==> src/rtl/dvfs_transition_sequencer.sv <==
// Applies a requested voltage/frequency code pair to the regulator and PLL in a safe order.
// Voltage is raised before frequency and lowered after it, with an ack/lock timeout that sets a sticky fault.
module dvfs_transition_sequencer #(
  parameter logic [1:0]  RESET_V        = 2'b01,
  parameter logic [2:0]  RESET_F        = 3'b010,
  parameter int unsigned SETTLE_CYCLES  = 8,
  parameter int unsigned LOCK_BLANK     = 2,
  parameter int unsigned TIMEOUT_CYCLES = 255
) (
  input  logic       clk,
  input  logic       reset,
  input  logic [1:0] tgt_v,
  input  logic [2:0] tgt_f,
  input  logic       vreg_ack,
  input  logic       pll_lock,
  input  logic       fault_clr,
  output logic [1:0] v_out,
  output logic [2:0] f_out,
  output logic       vreg_req,
  output logic       pll_relock,
  output logic       busy,
  output logic       done,
  output logic       fault
);

  typedef enum logic [2:0] {
    IDLE, V_RAISE, V_SETTLE_UP, F_SET, F_LOCK, V_LOWER, V_SETTLE_DN, FAULT
  } state_t;

  localparam logic [7:0] SETTLE_LAST  = 8'(SETTLE_CYCLES - 1);
  localparam logic [7:0] TIMEOUT_LAST = 8'(TIMEOUT_CYCLES - 1);
  localparam logic [7:0] BLANK        = 8'(LOCK_BLANK);

  state_t     state, state_d;
  logic [1:0] tv, tv_d, v_d;
  logic [2:0] tf, tf_d, f_d;
  logic [7:0] cnt, cnt_d;
  logic       req_d, relock_d, done_d, fault_d;
  logic       freq_phase_done;

  // NOTE: every state element is updated with <= so all registers see the same pre-edge values.
  always_ff @(posedge clk or negedge reset) begin
    if (!reset) begin
      state      <= IDLE;
      tv         <= RESET_V;
      tf         <= RESET_F;
      v_out      <= RESET_V;
      f_out      <= RESET_F;
      cnt        <= '0;
      vreg_req   <= 1'b0;
      pll_relock <= 1'b0;
      done       <= 1'b0;
      fault      <= 1'b0;
    end else begin
      state      <= state_d;
      tv         <= tv_d;
      tf         <= tf_d;
      v_out      <= v_d;
      f_out      <= f_d;
      cnt        <= cnt_d;
      vreg_req   <= req_d;
      pll_relock <= relock_d;
      done       <= done_d;
      fault      <= fault_d;
    end
  end

  // NOTE: every signal gets a default before the case so no path can infer a latch.
  always_comb begin
    state_d         = state;
    tv_d            = tv;
    tf_d            = tf;
    v_d             = v_out;
    f_d             = f_out;
    cnt_d           = cnt;
    req_d           = vreg_req;
    relock_d        = 1'b0;
    done_d          = 1'b0;
    fault_d         = fault;
    freq_phase_done = 1'b0;

    case (state)
      IDLE: begin
        if ({tgt_v, tgt_f} != {v_out, f_out}) begin
          tv_d  = tgt_v;
          tf_d  = tgt_f;
          cnt_d = '0;
          if (tgt_v > v_out) begin
            state_d = V_RAISE;
            v_d     = tgt_v;
            req_d   = 1'b1;
          end else begin
            state_d = F_SET;
          end
        end
      end
      V_RAISE, V_LOWER: begin
        // Ack is checked first so it wins over a simultaneous timeout.
        if (vreg_ack) begin
          req_d   = 1'b0;
          cnt_d   = '0;
          state_d = (state == V_RAISE) ? V_SETTLE_UP : V_SETTLE_DN;
        end else if (cnt == TIMEOUT_LAST) begin
          req_d   = 1'b0;
          fault_d = 1'b1;
          state_d = FAULT;
        end else begin
          cnt_d = cnt + 8'd1;
        end
      end
      V_SETTLE_UP, V_SETTLE_DN: begin
        if (cnt == SETTLE_LAST) begin
          cnt_d = '0;
          if (state == V_SETTLE_UP) begin
            state_d = F_SET;
          end else begin
            state_d = IDLE;
            done_d  = 1'b1;
          end
        end else begin
          cnt_d = cnt + 8'd1;
        end
      end
      F_SET: begin
        if (tf == f_out) begin
          freq_phase_done = 1'b1;
        end else begin
          f_d      = tf;
          relock_d = 1'b1;
          cnt_d    = '0;
          state_d  = F_LOCK;
        end
      end
      F_LOCK: begin
        // The blank window and the timeout both count from F_LOCK entry.
        if (cnt >= BLANK && pll_lock) begin
          freq_phase_done = 1'b1;
        end else if (cnt == TIMEOUT_LAST) begin
          fault_d = 1'b1;
          state_d = FAULT;
        end else begin
          cnt_d = cnt + 8'd1;
        end
      end
      FAULT: begin
        if (fault_clr) begin
          fault_d = 1'b0;
          state_d = IDLE;
        end
      end
      default: state_d = IDLE;
    endcase

    if (freq_phase_done) begin
      if (tv < v_out) begin
        state_d = V_LOWER;
        v_d     = tv;
        req_d   = 1'b1;
        cnt_d   = '0;
      end else begin
        state_d = IDLE;
        done_d  = 1'b1;
      end
    end
  end

  assign busy = (state != IDLE) && (state != FAULT);

endmodule

==> config.mk <==
export PLATFORM = sky130hd
export DESIGN_NAME = dvfs_transition_sequencer
export DESIGN_NICKNAME = d
export VERILOG_FILES = /design/src/rtl/dvfs_transition_sequencer.sv
export SDC_FILE = /design/constraint.sdc
export NUM_CORES = 1
export LEC_CHECK = 0
export CORE_UTILIZATION = 30
export CTS_CLUSTER_DIAMETER = 120
export DETAILED_ROUTE_END_ITERATION = 6
export HOLD_SLACK_MARGIN = 0.05
export PLACE_DENSITY = 0.6
export RECOVER_POWER = 100
export SETUP_SLACK_MARGIN = 0.2
export SYNTH_ARGS = -nofsm -noshare
export SYNTH_HDL_FRONTEND = slang
export SYNTH_SLANG_ARGS = --single-unit
==> constraint.sdc <==
create_clock -name clk -period 3.67 [get_ports clk]
set_clock_uncertainty 0.2 [all_clocks]
set_input_delay 0.5505 -clock clk [delete_from_list [all_inputs] [get_ports clk]]
set_output_delay 0.5505 -clock clk [all_outputs]
set_load 0.01 [all_outputs]
==> impl_metrics.toml, run 1 <==
[timing]
fin_setup_tns_ps = 0
tightestPinTransition_ps = 1380
rsz0062_at_grt = "false"
fmax_mhz = 326
finalHoldViolCount = 0
fin_crit_sh_pct = 83.7
slew_viol_final = 0
max-slew-margin-rel_pct = 8.02
finalSetupViolations = 0
fin_crit_ps = 3070

[pwr]
powerDensity_nw_per_um2 = 716
p_int_uw = 796
peakVddDrop_mv = 0.371
p_total_uw = 1370
comb_power_share_pct = 49.3
p_sw_uw = 569
swShare_pct = 41.7
p_clk_share_pct = 13.1
p_seq_share_pct = 37.6
leakage_uw = 0.000813

[critical_path]
crit_chain = "dlygate4sd3_1 -> inv_1 -> ha_1 -> nand2b_1 -> or4_1 -> o21ai_1 -> o21ai_0 -> a31oi_1"
r2r_end = "state[2]$_DFFE_PN0P_"
cp-start-kind = "input pin"
reg2reg_depth = 8
critPathMaxFanout = 8
reg2reg_from = "cnt[0]$_DFF_PN0_"
critical_path_class = "input pin to flip-flop"
path_delay_family = "compound AO/OA/AOI/OAI gates"
required_ps = 3650
critPathBufInv = 2
rrSetupSlack_ps = 720
crit_slowest_cell = "or4_1"
end_kind = "flip-flop"
cp.arrival_ps = 3060
max_stage_delay_ps = 570

[route]
drc = 0
via_count = 1406
drtPass1Iterations = 4
post_drt_wl_per_cell_um = 14.6
ant_nets = 0
drt-total-wl_um = 3790
detail_route.iter0.violations = 180
vias_per_cell = 5.41

[floorplanning]
placementRows = 26
die_h_um = 75.1
core-area_um2 = 5140
initial_core_util_pct = 31.2
die_area_um2 = 5630
chipWidth_um = 75.1
ios = 20

[logic_synthesis]
syn-cell-area_um2 = 1600
ys_async_sr_fraction_pct = 100
synth_top_area_share_pct = 32.8
synth_cell_types = 49
synth.ff_latch_count = 25
seq_area_frac_synth_pct = 39.4
syn_nets = 187
ys_top_cells_by_area = "dfrtp_1, dfstp_2, ha_1, mux2_2, nand2_1"
syn_area_per_cell_um2 = 9.37
synth_top_flop_cell = "dfrtp_1"
synth_edf_count = 0
syn-instance-count = 171
synth.largest_area_cell = "dfrtp_1"
ys_warn_count = 0

[status]
status = "complete, no violations"

[clock_tree]
clock-sinks = 25
cts_tree = "done"
clk_pin_slew_ps = 100
htreeDepth = 1
clock_latency_ps = 280
max-clock-path-buffers = 2
cts_setup_buffers = 0
cts_root_buffer = "clkbuf_8"
cts-hold-fix-buffers = 0
cts_resized = 0
cts_made_buffers = 3

[finish]
fillers = 564
final_common_cell = "dfrtp_1"
diodes = 0
layout.nets = 207
final_cell_mix = "dfrtp_1, nand2_1, nor2_1"
area_delta_synth_final_pct = 19.0
drive_gt1_share_pct = 12.1

[hold_path]
hold_path_end = "v_out[0]$_DFF_PN1_"
hold_start = "tv[0]$_DFFE_PN1P_"
whs_path_depth = 2
min_path_type = "flip-flop to flip-flop"

[run]
maxCapViolations = 0

[placement]
port_buffers = 19
routabilityCongestion = 0.828
dpl.hpwl_um = 2800

[global_routing]
grt_max_degree = 26
gr-usage-all-layers_pct = 14.8
grt_antenna_before_repair = 0
grt_pass1_vias = 1286
overflow = 0
grt_pass1_wl_um = 6320
==> logic make-up after synthesis <==
logic type	after synthesis	synth area share [%]
simple gates	62	20.6
flops	25	39.4
xor+xnor	6	3.28
compound gates	50	22.6
mux	9	6.17
buf+inv	13	3.28
fa+ha+maj	6	4.69
==> synthesized netlist by cell type, types with 2 or more instances <==
cell      number
a211o_1        3
a31oi_1        5
ha_1           6
inv_1          6
xnor2_1        3
or3_1          2
nand2_1       15
o21bai_1       3
o211a_1        2
nand3_1        7
nor3_1         5
dfrtp_1       21
nor3b_1        2
mux2_2         6
o32ai_1        2
a21oi_1        7
buf_2          3
nand2b_1       2
or4_1          3
clkbuf_1       3
xor2_1         3
mux2i_1        2
nor2_1        13
or2_2          2
o21ai_0        9
o22ai_1        2
dfstp_2        4
o21ai_1        5
and2_1         2
nor2b_1        4
==> worst max path at each step <==
stage / end / start / cells past startpoint
3_3_place_gp: cnt[4]$_DFF_PN0_ / tgt_v[1] / 8
5_1_grt: cnt[6]$_DFF_PN0_ / tgt_v[1] / 8
3_5_place_dp: cnt[7]$_DFF_PN0_ / tgt_v[1] / 8
2_1_floorplan: cnt[4]$_DFF_PN0_ / tgt_v[1] / 7
4_1_cts: cnt[7]$_DFF_PN0_ / tgt_v[1] / 8
6_report: cnt[7]$_DFF_PN0_ / tgt_v[1] / 8
==> routing by layer <==
| metal | global-route usage (%) | up-vias | wire, µm |
|---|---|---|---|
| li1 | - | 676 | - |
| met1 | 22.0 | 678 | 1800 |
| met2 | 22.3 | 43 | 1730 |
| met3 | 1.34 | 9 | 183 |
| met4 | 5.03 | 0 | 72 |
| met5 | 0 | - | 0 |
==> metrics by stage <==
| stage | worst slack, ps | std cells | hold WS, ps | cell area [µm²] | util (%) |
|---|---|---|---|---|---|
| 2_1_floorplan | 1210 | 171 | 54.9 | 1600 | - |
| 3_5_place_dp | 432 | 256 | 284 | 1870 | 36.3 |
| 6_report | 598 | 260 | 291 | 1910 | 37.1 |
| 4_1_cts | 709 | 260 | 296 | 1920 | 37.3 |
| 3_3_place_gp | 486 | 256 | 274 | 1870 | 36.3 |
| 5_1_grt | 413 | 260 | 338 | 1910 | 37.1 |
==> final cells by class <==
class	instances	area, µm²	share of cell area (%)
multi-input combinational	133	913	47.9
sequential	25	631	33.1
timing repair buffer	21	198	10.4
tap	70	87.6	4.60
clock buffer	3	41.3	2.17
inverter	7	26.3	1.38
clock inverter	1	8.76	0.460
==> tightest hold or removal path: stages, from the launching register on <==
cell and delay, ps:
dfstp_2 390, nand3_1 50, o21ai_1 60
==> sequential cells by signal, indices dropped and copies added, names as in the netlist <==
signal / flops
v_out: 2
state: 3
cnt: 8
tv: 2
done: 1
vreg_req: 1
f_out: 3
fault: 1
tf: 3
pll_relock: 1
==> power by group through the flow <==
stage	clock (µW)	sequential, µW	combinational (µW)
global route	195	529	753
global placement	0	520	698
floorplan	0	477	517
finish	179	513	674
detailed placement	0	519	699
CTS	183	514	701
(Power assumes the default switching activity.)
==> run 2: changes to the inputs <==
==> constraint.sdc (replaced) <==
create_clock -name clk -period 2.9 [get_ports clk]
set_clock_uncertainty 0.2 [all_clocks]
set_input_delay 0.435 -clock clk [delete_from_list [all_inputs] [get_ports clk]]
set_output_delay 0.435 -clock clk [all_outputs]
set_load 0.01 [all_outputs]
==> impl_metrics.toml, run 2 (synthesized netlist as in run 1, its figures left out) <==
[status]
status = "complete, no violations"

[critical_path]
reg2reg_from = "cnt[0]$_DFF_PN0_"
critPathMaxFanout = 14
critical_path_class = "flip-flop to flip-flop"
r2r_end = "state[2]$_DFFE_PN0P_"
cp-start-kind = "flip-flop"
max_stage_delay_ps = 450
crit_slowest_cell = "or4_1"
end_kind = "flip-flop"
cp.arrival_ps = 2620
rrSetupSlack_ps = 250
required_ps = 2870
crit_chain = "inv_1 -> ha_1 -> or4_1 -> o21ai_2 -> o32ai_1 -> buf_4 -> and2_0 -> a211o_1"
reg2reg_depth = 8

[finish]
diodes = 0
final_common_cell = "dfrtp_1"
area_delta_synth_final_pct = 20.9
layout.nets = 210
final_cell_mix = "dfrtp_1, nand2_1, nor2_1"
regMostFlops = "cnt"
largest_reg_flops = 8
drive_gt1_share_pct = 14.5
fillers = 540

[global_routing]
grt_antenna_before_repair = 0
overflow = 0
grt_pass1_vias = 1357
grt_max_degree = 26
grt_pass1_wl_um = 6410
gr-usage-all-layers_pct = 14.9

[floorplanning]
chipWidth_um = 75.1
placementRows = 26
die_h_um = 75.1
ios = 20
core-area_um2 = 5140
die_area_um2 = 5630
initial_core_util_pct = 31.2

[timing]
setup_ws_ps = 250
fin_crit_ps = 2650
fmax_mhz = 377
max-slew-margin-rel_pct = 8.54
finalSetupViolations = 0
tightestPinTransition_ps = 1370
rsz0062_at_grt = "false"
fin_crit_sh_pct = 91.4
finalHoldViolCount = 0
slew_viol_final = 0
fin_setup_tns_ps = 0

[pwr]
p_total_uw = 1750
powerDensity_nw_per_um2 = 905
leakage_uw = 0.000826
peakVddDrop_mv = 0.411

[placement]
port_buffers = 19
routabilityCongestion = 0.802
dp_slack_ps = 23.2
dpl.hpwl_um = 2860

[clock_tree]
cts_tree = "done"
cts-hold-fix-buffers = 0
cts_setup_buffers = 0
clock-sinks = 25
max-clock-path-buffers = 2
clock_latency_ps = 270
clk_pin_slew_ps = 100
cts_resized = 0
htreeDepth = 1
cts_root_buffer = "clkbuf_8"
cts_made_buffers = 3

[route]
drtPass1Iterations = 4
drt-total-wl_um = 3830
vias_per_cell = 5.23
detail_route.iter0.violations = 105
drc = 0
via_count = 1376
post_drt_wl_per_cell_um = 14.6
ant_nets = 0

[hold_path]
whs_path_depth = 2
hold_path_end = "v_out[0]$_DFF_PN1_"
min_path_type = "flip-flop to flip-flop"
hold_start = "tv[0]$_DFFE_PN1P_"

[run]
maxCapViolations = 0
## run 2: cell types whose count changed in the layout (fill, tap and decap cells not counted), sizes merged
cell           previous run  this run
buf                       0         3
clkinvlp                  0         1
clkdlybuf4s50             7         8
inv                       8         7
dlygate4sd3              12        11
## run 2: routing by layer
layer | up-vias | share of wire (%) | GRT usage [%]
met5 | - | 0 | 0
met4 | 0 | 0.71 | 4.61
met3 | 2 | 2.4 | 1.20
met2 | 24 | 48 | 24.9
met1 | 676 | 49 | 20.6
li1 | 674 | - | -
## run 2: worst max-delay path: cells and delay by family (launching register included)
family / cells / cell delay (ps)
compound gates: 3 / 630
fa+ha+maj: 1 / 210
buf+inv: 2 / 270
flops: 1 / 440
simple gates: 2 / 790
## run 2: worst max path at each step
stage | from | to | slack (ps) | cells after the start
after floorplan | tgt_v[1] | cnt[4]$_DFF_PN0_ | 560 | 7
final | cnt[0]$_DFF_PN0_ | state[2]$_DFFE_PN0P_ | 250 | 8
after CTS | cnt[0]$_DFF_PN0_ | cnt[4]$_DFF_PN0_ | 250 | 8
after detailed placement | tgt_v[1] | tf[2]$_DFFE_PN0P_ | 20 | 7
after global placement | tgt_v[1] | tf[2]$_DFFE_PN0P_ | 60 | 7
after global routing | tgt_v[1] | cnt[7]$_DFF_PN0_ | 110 | 9
## run 2: through the flow
step	hold slack [ps]	std cells	instance area, µm²	util, %
after floorplan	-60.6	171	1600	-
after global placement	274	259	1890	36.8
after detailed placement	283	259	1890	36.8
after CTS	292	263	1940	37.7
after global routing	331	263	1940	37.7
final	290	263	1940	37.7
## run 2: power by group
group	leakage [µW]	internal, µW	switching, µW
registers	0.000310	490	161
clock network	0.0000217	97.4	119
logic	0.000494	439	446
## run 2: layout make-up
class | instances | area, µm² | share of cell area [%]
tap | 70 | 87.6 | 4.52
sequential | 25 | 631 | 32.6
inverter | 7 | 26.3 | 1.36
multi-input combinational | 133 | 922 | 47.6
timing repair buffer | 24 | 220 | 11.4
clock buffer | 3 | 41.3 | 2.13
clock inverter | 1 | 7.51 | 0.388
==> run 3: changes to the inputs <==
==> constraint.sdc (replaced) <==
create_clock -name clk -period 2.9 [get_ports clk]
set_clock_uncertainty 0.2 [all_clocks]
set_input_delay 0.58 -clock clk [delete_from_list [all_inputs] [get_ports clk]]
set_output_delay 0.58 -clock clk [all_outputs]
set_load 0.01 [all_outputs]
==> impl_metrics.toml, run 3 (synthesized netlist as in run 1, its figures left out) <==
[floorplanning]
placementRows = 26
chipWidth_um = 75.1
core-area_um2 = 5140
initial_core_util_pct = 31.2
die_h_um = 75.1
die_area_um2 = 5630
ios = 20

[global_routing]
grt_max_degree = 26
grt_antenna_before_repair = 0
overflow = 0
grt_pass1_vias = 1345
grt_pass1_wl_um = 6470
gr-usage-all-layers_pct = 15.0

[route]
post_drt_wl_per_cell_um = 14.5
drtPass1Iterations = 4
detail_route.iter0.violations = 107
via_count = 1362
drc = 0
ant_nets = 0
drt-total-wl_um = 3850
vias_per_cell = 5.14

[finish]
largest_reg_flops = 8
regMostFlops = "cnt"
final_util_pct = 38.0
final_cell_mix = "dfrtp_1, nand2_1, nor2_1"
instances_no_fill = 265
drive_gt1_share_pct = 15.4
stdcell_area_um2 = 1950
area_delta_synth_final_pct = 21.8
final_common_cell = "dfrtp_1"
layout.nets = 212
diodes = 0

[critical_path]
cp.arrival_ps = 2590
required_ps = 2860
critPathMaxFanout = 14
crit_chain = "inv_1 -> ha_1 -> or4_1 -> o21ai_2 -> o32ai_1 -> buf_4 -> and2_0 -> a211o_1"
end_kind = "flip-flop"
critPathBufInv = 2
max_stage_delay_ps = 450
critical_path_class = "flip-flop to flip-flop"
path_delay_family = "simple AND/OR/NAND/NOR gates"
crit_slowest_cell = "or4_1"
cp-start-kind = "flip-flop"

[clock_tree]
htreeDepth = 1
max-clock-path-buffers = 2
cts_tree = "done"
cts_setup_buffers = 0
cts-hold-fix-buffers = 0
cts_made_buffers = 3
cts_root_buffer = "clkbuf_8"
clk_pin_slew_ps = 90
clock_latency_ps = 270
clock-sinks = 25

[timing]
fin_hold_ws_ps = 298
finalHoldViolCount = 0
fin_crit_sh_pct = 90.6
rsz0062_at_grt = "true"
fin_crit_ps = 2630
slew_viol_final = 0
fmax_mhz = 380
finalSetupViolations = 0
tightestPinTransition_ps = 1430
max-slew-margin-rel_pct = 4.60

[placement]
routabilityCongestion = 0.790
dpl.hpwl_um = 2860
dp.cells = 261
port_buffers = 19
dpl_cell_area_um2 = 1910

[run]
maxCapViolations = 0

[hold_path]
min_path_type = "flip-flop to flip-flop"

[status]
status = "complete, no violations"

[pwr]
p_total_uw = 1770
powerDensity_nw_per_um2 = 906
leakage_uw = 0.000841
peakVddDrop_mv = 0.454
## run 3: path summary, 6_finish.rpt
| kind | start | end | slack (ps) | depth (start not counted) |
|---|---|---|---|---|
| max in group asynchronous | reset | pll_relock$_DFF_PN0_ | 700 | 2 |
| worst max register to register | cnt[0]$_DFF_PN0_ | state[2]$_DFFE_PN0P_ | 270 | 8 |
| worst max-delay path | cnt[0]$_DFF_PN0_ | state[2]$_DFFE_PN0P_ | 270 | 8 |
| worst min-delay path | tv[0]$_DFFE_PN1P_ | tv[0]$_DFFE_PN1P_ | 300 | 2 |
| worst min register to register | tv[0]$_DFFE_PN1P_ | tv[0]$_DFFE_PN1P_ | 300 | 2 |
| min in group asynchronous | reset | f_out[0]$_DFFE_PN0P_ | 970 | 2 |
## run 3: per-stage QoR
stage / setup TNS [ps] / setup WS [ps]
floorplan: 0 / 412
global placement: -553 / -77.5
detailed placement: -743 / -98.7
CTS: 0 / 227
global route: 0 / 104
finish: 0 / 271
## run 3: layer usage
metal  vias to the layer above  track usage [%]  wire (µm)
met5                         -                0          0
met4                         0             3.77         27
met3                         2             1.20         50
met2                        12             23.5       1810
met1                       670             22.2       1960
li1                        678                -          -
## run 3: timing repair
action                     in CTS  in global routing
setup endpoints to repair       1                 13
gates resized for setup         1                  3
pin swaps                       0                  3
gates cloned                    0                  0
## run 3: area by class of cell
| cell class | count | area (µm²) |
|---|---|---|
| sequential | 25 | 631 |
| clock inverter | 1 | 5.00 |
| fill | 532 | 3190 |
| inverter | 7 | 26.3 |
| clock buffer | 3 | 41.3 |
| multi-input combinational | 133 | 921 |
| timing repair buffer | 26 | 239 |
| tap | 70 | 87.6 |
## run 3: where the power goes
part,total (µW),internal [µW],leakage [µW],switching [µW]
combinational,913,452,0.000505,462
sequential,640,490,0.000310,150
clock,214,96.2,0.0000255,117
## run 3: worst register-to-register path, cell delays in order (launching register included)
cell     delay (ps)
dfrtp_1         440
inv_1            70
ha_1            220
or4_1           450
o21ai_2         230
o32ai_1         100
buf_4           200
and2_0          320
a211o_1         300
